===== src/rtl/updi_pkg.sv =====
// Shared UPDI transaction handler definitions: FSM states, protocol bytes and
// a sizing helper for index registers.
package updi_pkg;

  typedef enum logic [2:0] {
    ST_IDLE,
    ST_SYNCH,
    ST_OPCODE,
    ST_DATA,
    ST_ACK_RD,
    ST_ACK_CHK,
    ST_RX_RD,
    ST_RX_CHK
  } state_t;

  localparam logic [7:0] UPDI_SYNCH = 8'h55;
  localparam logic [7:0] UPDI_ACK   = 8'h40;

  // Bits needed to address n entries, never less than one.
  function automatic int unsigned idx_bits(input int unsigned n);
    return (n > 1) ? $clog2(n) : 1;
  endfunction

endpackage


===== src/rtl/updi_ack_timer.sv =====
// Wait-state watchdog for the UPDI handler: counts empty-FIFO cycles while a
// read is awaited and flags expiry on the ACK_TIMEOUT-th such cycle.
module updi_ack_timer #(
  parameter int unsigned ACK_TIMEOUT = 1024
) (
  input  logic clk,
  input  logic rst,
  input  logic waiting,
  input  logic empty,
  output logic expired_c
);

  localparam int unsigned CNT_BITS = $clog2(ACK_TIMEOUT + 1);

  logic [CNT_BITS-1:0] cnt;

  assign expired_c = waiting && empty && (cnt == CNT_BITS'(ACK_TIMEOUT - 1));

  // Leaving the wait state clears the count, so every entry starts from zero.
  always_ff @(posedge clk) begin
    if (rst || !waiting) begin
      cnt <= '0;
    end else if (empty && !expired_c) begin
      cnt <= cnt + CNT_BITS'(1);
    end
  end

endmodule


===== src/rtl/updi_transaction_handler.sv =====
// UPDI transaction sequencer: SYNCH, opcode, payload with optional ACK waits,
// then response capture. Define UPDI_ACK_TIMEOUT_EN to bound each RX wait.
module updi_transaction_handler
  import updi_pkg::*;
#(
  parameter int unsigned MAX_TX_DATA = 16,
  parameter int unsigned MAX_RX_DATA = 16,
  parameter int unsigned ACK_TIMEOUT = 1024,
  localparam int unsigned TX_LEN_BITS = $clog2(MAX_TX_DATA + 1),
  localparam int unsigned RX_LEN_BITS = $clog2(MAX_RX_DATA + 1)
) (
  input  logic                     clk,
  input  logic                     rst,
  input  logic                     start,
  output logic                     ready,
  output logic                     done,
  output logic                     error,
  input  logic [7:0]               opcode,
  input  logic [8*MAX_TX_DATA-1:0] tx_data,
  input  logic [TX_LEN_BITS-1:0]   tx_len,
  input  logic [MAX_TX_DATA-1:0]   wait_ack_after,
  input  logic [RX_LEN_BITS-1:0]   rx_len,
  output logic [8*MAX_RX_DATA-1:0] rx_data,
  output logic [RX_LEN_BITS-1:0]   rx_count,
  output logic [7:0]               tx_fifo_data,
  output logic                     tx_fifo_wr_en,
  input  logic                     tx_fifo_full,
  input  logic [7:0]               rx_fifo_data,
  output logic                     rx_fifo_rd_en,
  input  logic                     rx_fifo_empty
);

  localparam int unsigned TX_IDX_BITS = idx_bits(MAX_TX_DATA);
  localparam int unsigned RX_IDX_BITS = idx_bits(MAX_RX_DATA);
  localparam logic [TX_LEN_BITS-1:0] TX_MAX = TX_LEN_BITS'(MAX_TX_DATA);
  localparam logic [RX_LEN_BITS-1:0] RX_MAX = RX_LEN_BITS'(MAX_RX_DATA);

  if (ACK_TIMEOUT == 0) begin : g_bad_ack_timeout
    $error("ACK_TIMEOUT must be nonzero");
  end

  state_t                   state;
  logic [7:0]               opcode_q;
  logic [8*MAX_TX_DATA-1:0] tx_data_q;
  logic [TX_LEN_BITS-1:0]   tx_len_q;
  logic [MAX_TX_DATA-1:0]   wack_q;
  logic [RX_LEN_BITS-1:0]   rx_len_q;
  logic [TX_IDX_BITS-1:0]   idx;
  logic                     tx_last;
  logic                     waiting;
  logic                     timeout;

  assign ready   = (state == ST_IDLE);
  assign waiting = (state == ST_ACK_RD) || (state == ST_RX_RD);
  assign tx_last = (TX_LEN_BITS'(idx) + TX_LEN_BITS'(1)) >= tx_len_q;

  // FIFO strobes are gated by rst so no byte moves in the reset cycle.
  assign tx_fifo_wr_en = !rst && !tx_fifo_full &&
                         ((state == ST_SYNCH) || (state == ST_OPCODE) || (state == ST_DATA));
  assign rx_fifo_rd_en = !rst && waiting && !rx_fifo_empty;

  always_comb begin
    tx_fifo_data = 8'h00;
    case (state)
      ST_SYNCH:  tx_fifo_data = UPDI_SYNCH;
      ST_OPCODE: tx_fifo_data = opcode_q;
      ST_DATA:   tx_fifo_data = tx_data_q[{idx, 3'b000} +: 8];
      default:   tx_fifo_data = 8'h00;
    endcase
  end

`ifdef UPDI_ACK_TIMEOUT_EN
  updi_ack_timer #(
    .ACK_TIMEOUT(ACK_TIMEOUT)
  ) u_ack_timer (
    .clk      (clk),
    .rst      (rst),
    .waiting  (waiting),
    .empty    (rx_fifo_empty),
    .expired_c(timeout)
  );
`else
  assign timeout = 1'b0;
`endif

  always_ff @(posedge clk) begin
    if (rst) begin
      state     <= ST_IDLE;
      done      <= 1'b0;
      error     <= 1'b0;
      rx_count  <= '0;
      rx_data   <= '0;
      idx       <= '0;
      opcode_q  <= '0;
      tx_data_q <= '0;
      tx_len_q  <= '0;
      wack_q    <= '0;
      rx_len_q  <= '0;
    end else begin
      done <= 1'b0;
      case (state)
        ST_IDLE: begin
          if (start) begin
            opcode_q  <= opcode;
            tx_data_q <= tx_data;
            tx_len_q  <= (tx_len > TX_MAX) ? TX_MAX : tx_len;
            wack_q    <= wait_ack_after;
            rx_len_q  <= (rx_len > RX_MAX) ? RX_MAX : rx_len;
            error     <= 1'b0;
            rx_count  <= '0;
            rx_data   <= '0;
            idx       <= '0;
            state     <= ST_SYNCH;
          end
        end
        ST_SYNCH: begin
          if (tx_fifo_wr_en) state <= ST_OPCODE;
        end
        ST_OPCODE: begin
          if (tx_fifo_wr_en) begin
            if (tx_len_q == '0) begin
              state <= (rx_len_q != '0) ? ST_RX_RD : ST_IDLE;
              done  <= (rx_len_q == '0);
            end else begin
              state <= ST_DATA;
            end
          end
        end
        ST_DATA: begin
          if (tx_fifo_wr_en) begin
            if (wack_q[idx]) begin
              state <= ST_ACK_RD;
            end else if (tx_last) begin
              state <= (rx_len_q != '0) ? ST_RX_RD : ST_IDLE;
              done  <= (rx_len_q == '0);
            end else begin
              idx <= idx + TX_IDX_BITS'(1);
            end
          end
        end
        ST_ACK_RD, ST_RX_RD: begin
          if (rx_fifo_rd_en) begin
            state <= (state == ST_ACK_RD) ? ST_ACK_CHK : ST_RX_CHK;
          end else if (timeout) begin
            error <= 1'b1;
            done  <= 1'b1;
            state <= ST_IDLE;
          end
        end
        ST_ACK_CHK: begin
          // idx still points at the byte that requested this ACK.
          if (rx_fifo_data != UPDI_ACK) begin
            error <= 1'b1;
            done  <= 1'b1;
            state <= ST_IDLE;
          end else if (tx_last) begin
            state <= (rx_len_q != '0) ? ST_RX_RD : ST_IDLE;
            done  <= (rx_len_q == '0);
          end else begin
            idx   <= idx + TX_IDX_BITS'(1);
            state <= ST_DATA;
          end
        end
        ST_RX_CHK: begin
          rx_data[{RX_IDX_BITS'(rx_count), 3'b000} +: 8] <= rx_fifo_data;
          rx_count <= rx_count + RX_LEN_BITS'(1);
          if ((rx_count + RX_LEN_BITS'(1)) == rx_len_q) begin
            state <= ST_IDLE;
            done  <= 1'b1;
          end else begin
            state <= ST_RX_RD;
          end
        end
        default: state <= ST_IDLE;
      endcase
    end
  end

endmodule


===== config.mk =====
export PLATFORM = sky130hd
export DESIGN_NAME = updi_transaction_handler
export DESIGN_NICKNAME = d
export VERILOG_FILES = /design/src/rtl/updi_pkg.sv /design/src/rtl/updi_ack_timer.sv /design/src/rtl/updi_transaction_handler.sv
export SDC_FILE = /design/constraint.sdc
export NUM_CORES = 1
export LEC_CHECK = 0
export ABC_CLOCK_PERIOD_IN_PS = 2800
export BUFFER_PORTS_ARGS = -buffer_cell sky130_fd_sc_hd__buf_2
export CAP_MARGIN = 25
export CELL_PAD_IN_SITES_DETAIL_PLACEMENT = 0
export CELL_PAD_IN_SITES_GLOBAL_PLACEMENT = 1
export CORE_MARGIN = 3
export CORE_UTILIZATION = 35
export DETAILED_ROUTE_END_ITERATION = 6
export PLACE_DENSITY_LB_ADDON = 0.1
export SLEW_MARGIN = 20
export SYNTH_ARGS = -nofsm -noshare
export SYNTH_HDL_FRONTEND = slang
export SYNTH_SLANG_ARGS = --single-unit

===== constraint.sdc =====
create_clock -name clk -period 2.8 [get_ports clk]
set_input_delay 0.14 -clock clk [delete_from_list [all_inputs] [get_ports clk]]
set_output_delay 0.14 -clock clk [all_outputs]
set_load 0.02 [all_outputs]

==> metrics.md <==
| Metric | Value |
|---|---|
| Status | finished with violations |
| Violated checks | setup timing |
| Total Wirelength | 45.95 mm |
| Syn_nets | 1715 |
| # setup viols final | 1 |
| Hold path start | start |
| Layout cells sized above 1 | 0.2509 |
| VDD IR max | 0.0004081 V |
| IO Count | 321 |
| Crit end category | primary output |
| Setup CP Type | register to primary output |
| Worst Path Required | 2.66 ns |
| Die area | 38860 µm² |
| Total grt overflow | 0 |
| Synth cell count leaders | nand2_1 (413), dfxtp_1 (304), a21oi_1 (238), nor2_1 (100), clkbuf_1 (88) |
| Power Dens Cells | 709.1 nW/µm² |
| Wire per inst | 18.53 µm |
| WHS Endpoint | state[0] |
| Clock slew at reported path FFs | 0.06 ns |
| DR DRC count | 0 |
| Area Growth Syn to Fin | 42.14% |
| CP bufs+invs | 3 |
| Synth warn | 0 |
| Slowest CP cell | mux4_2 |
| Clk Tree Root Cell | clkbuf_16 |
| Via density | 5.081 |
| DRT antenna net count | 0 |
| RePlAce Congestion | 0.8062 |
| Worst Hold Depth | 3 |
| Critical Path, Cell by Cell | buf_8 -> buf_16 -> mux4_2 -> mux4_2 -> mux2i_1 -> nor2_1 -> buf_4 |
| Top cells by area, synth | dfxtp_1 (48%), nand2_1 (12%), a21oi_1 (9.3%) |
| Final core occ | 0.5073 |
| Final setup margin | -0.006241 ns |
| Clk sinks | 304 |
| Hold slack | 0.1076 ns |
| Mux cell area share after synthesis | 0.08483 |
| Delay-heaviest family, CP | multiplexers |
| Most numerous cell in the Yosys netlist | nand2_1 |
| Clock Tree Buf Depth | 3 |
| Async set-reset flop share out of synthesis | 0 |
| Slew headroom | 0.3894 |
| Sequential share of the synthesized area | 0.4759 |
| Die height | 197.1 µm |
| Crit share post-route | 1.002 |
| Reg2reg end | state[2] |
| Fin cells | 2480 |
| Initial DRT Pass Iterations | 6 |
| Vias in the first global route | 12380 |
| Reg2reg setup slack | 0.08 ns |
| Synth Area in XOR/XNOR | 0.007436 |
| Worst r2r src | idx[0] |
| Top cell type's share of synthesized area | 0.4759 |
| Fillers | 3454 |
| Synth Area in Adders | 0.009785 |
| CP Depth | 7 |
| Num CTS Buffers | 37 |
| Placed cell count | 2227 |
| Seq cells post-synth | 304 |
| Post-synth EDFFs | 0 |
| Row Count | 69 |
| Synthesized cell area | 12790 µm² |
| Main combinational cell family by area after synthesis | simple AND/OR/NAND/NOR gates |
| Leading area contributor after synthesis | dfxtp_1 |
| Antenna violations before repair | 3 |
| Port bufs | 320 |
| Crit-path max FO | 5 |
| H-tree depth | 2 |
| Fin crit period | 2.806 ns |
| Top_reg_cell synth | dfxtp_1 |
| Simple-gate share of the synthesized area | 0.2154 |
| CP arrival | 2.67 ns |
| Worst r2r path cells | 11 |
| Skew final | 0.02041 ns |
| Pre-CTS setup slack | 0.2984 ns |
| Nets | 2173 |
| Hold crit path type | input port to register |
| Placed instance area | 14860 µm² |
| Critical Path Start Type | register |
| Initial Utilization | 0.3569 |
| Area fraction in compound gates after synthesis | 0.1619 |
| Fin. max-slew vios | 0 |
| Finished layout cell area | 18180 µm² |
| Hold Vio Cnt, Final | 0 |
| Netlist cell types | 57 |
| DR iter-0 viols | 680 |
| RSZ-0062 raised after global routing | true |
| Synth Instances | 1530 |
| Post-DP HPWL | 30.09 mm |
| DR vias | 12600 |
| Mapped Avg Cell Area | 8.358 µm² |
| Total track usage | 0.2274 |
| Worst slew pin tran | 0.9117 ns |
| Critical path's largest stage delay | 0.56 ns |
| Leak pwr | 0.007355 µW |
| Max-cap viol count | 0 |
| Fmax | 356.3 MHz |
| Worst setup startpoint | idx[0] |
| First-pass GRT wire length | 70.11 mm |
| Clk_lat worst skew | 0.52 ns |
| Core Area | 35830 µm² |
| Most used cell, CP | mux4_2 |
| CTS tree | yes |
| Die Wd | 197.1 µm |
| Largest net degree at the start of global routing | 169 |
==> flip-flops by register name, summed over array words and instances, names as in the netlist <==
register / cells
idx: 4
error: 1
opcode_q: 8
state: 3
rx_count: 5
rx_data: 128
done: 1
wack_q: 16
rx_len_q: 5
tx_len_q: 5
tx_data_q: 128
==> how the worst max path moves through the flow <==
stage / end / slack (ns)
floorplan: state[2] / 0.02
global placement: state[2] / 0.37
detailed placement: state[2] / 0.30
CTS: tx_fifo_data[7] / -0.02
global route: tx_fifo_data[1] / -0.07
finish: tx_fifo_data[3] / -0.006
==> per-layer routing <==
| metal | routed length (µm) | share of wire | global-route usage |
|---|---|---|---|
| met5 | 14 | 0.00030 | 0 |
| met2 | 20420 | 0.44 | 0.3517 |
| met4 | 1200 | 0.026 | 0.06441 |
| met1 | 21500 | 0.47 | 0.3230 |
| met3 | 2816 | 0.061 | 0.04827 |
==> cell families after synthesis <==
family	count (synthesis)
muxes	57
AOI/OAI and AO/OA	359
DFF	304
adders and majority gates	10
and+or+nand+nor	655
xor gates and xnor gates	10
buffers and inverters	135
==> power breakdown <==
group,total [µW],internal [µW],switching (µW)
Clock,4960,3020,1940
Combinational,2860,1150,1710
Sequential,5070,4790,288
Total,12900,8950,3940
==> cell usage in the layout, fill, tap and decap left out, drive strengths merged, types with 3 or more instances in the layout <==
master	n
a22oi	66
a31oi	13
mux2i	15
nand3	75
clkbuf	48
and2	9
ha	10
buf	372
xor2	6
nor2	101
inv	13
nor4	4
a41oi	3
xnor2	4
a21oi	238
nand2	413
o21ai	18
bufinv	4
nor2b	8
clkinv	12
dfxtp	304
mux4	41
nor3	9
nand4	4
and3	7
a21o	3
nand3b	10
or2	4
dlygate4sd3	171
==> timing repair <==
| item | CTS | global route |
|---|---|---|
| pin swaps | 2 | 4 |
| setup endpoints to repair | 8 | 17 |
| endpoints found under the hold margin | 169 | 0 |
| hold buffers | 171 | 0 |
| resized for setup | 20 | 14 |
| cloned | 6 | 1 |
| setup buffers | 5 | 1 |
==> per-stage QoR <==
stage          setup TNS [ns]  power [µW]
5_1_grt               -0.4157       13540
2_1_floorplan               0        6779
3_5_place_dp                0        7699
4_1_cts              -0.06412       12950
3_3_place_gp                0        7680
6_report            -0.006241       12890
==> tightest hold or removal path, cell delays in order <==
cell	delay, ns
buf_2	0.15
nor4_1	0.18
a2111oi_1	0.09
==> layout make-up <==
type	instances	area [µm²]	share of cell area
Inverter	9	33.78	0.001859
Timing Repair Buffer	544	3988	0.2194
Tap cell	461	576.8	0.03173
Antenna cell	2	5.005	0.0002753
Clock buffer	48	1037	0.05707
Multi-Input combinational cell	1092	6207	0.3415
Sequential cell	304	6091	0.3351
Clock inverter	20	237.7	0.01308
Note: power is estimated with default switching activity, not from simulation.
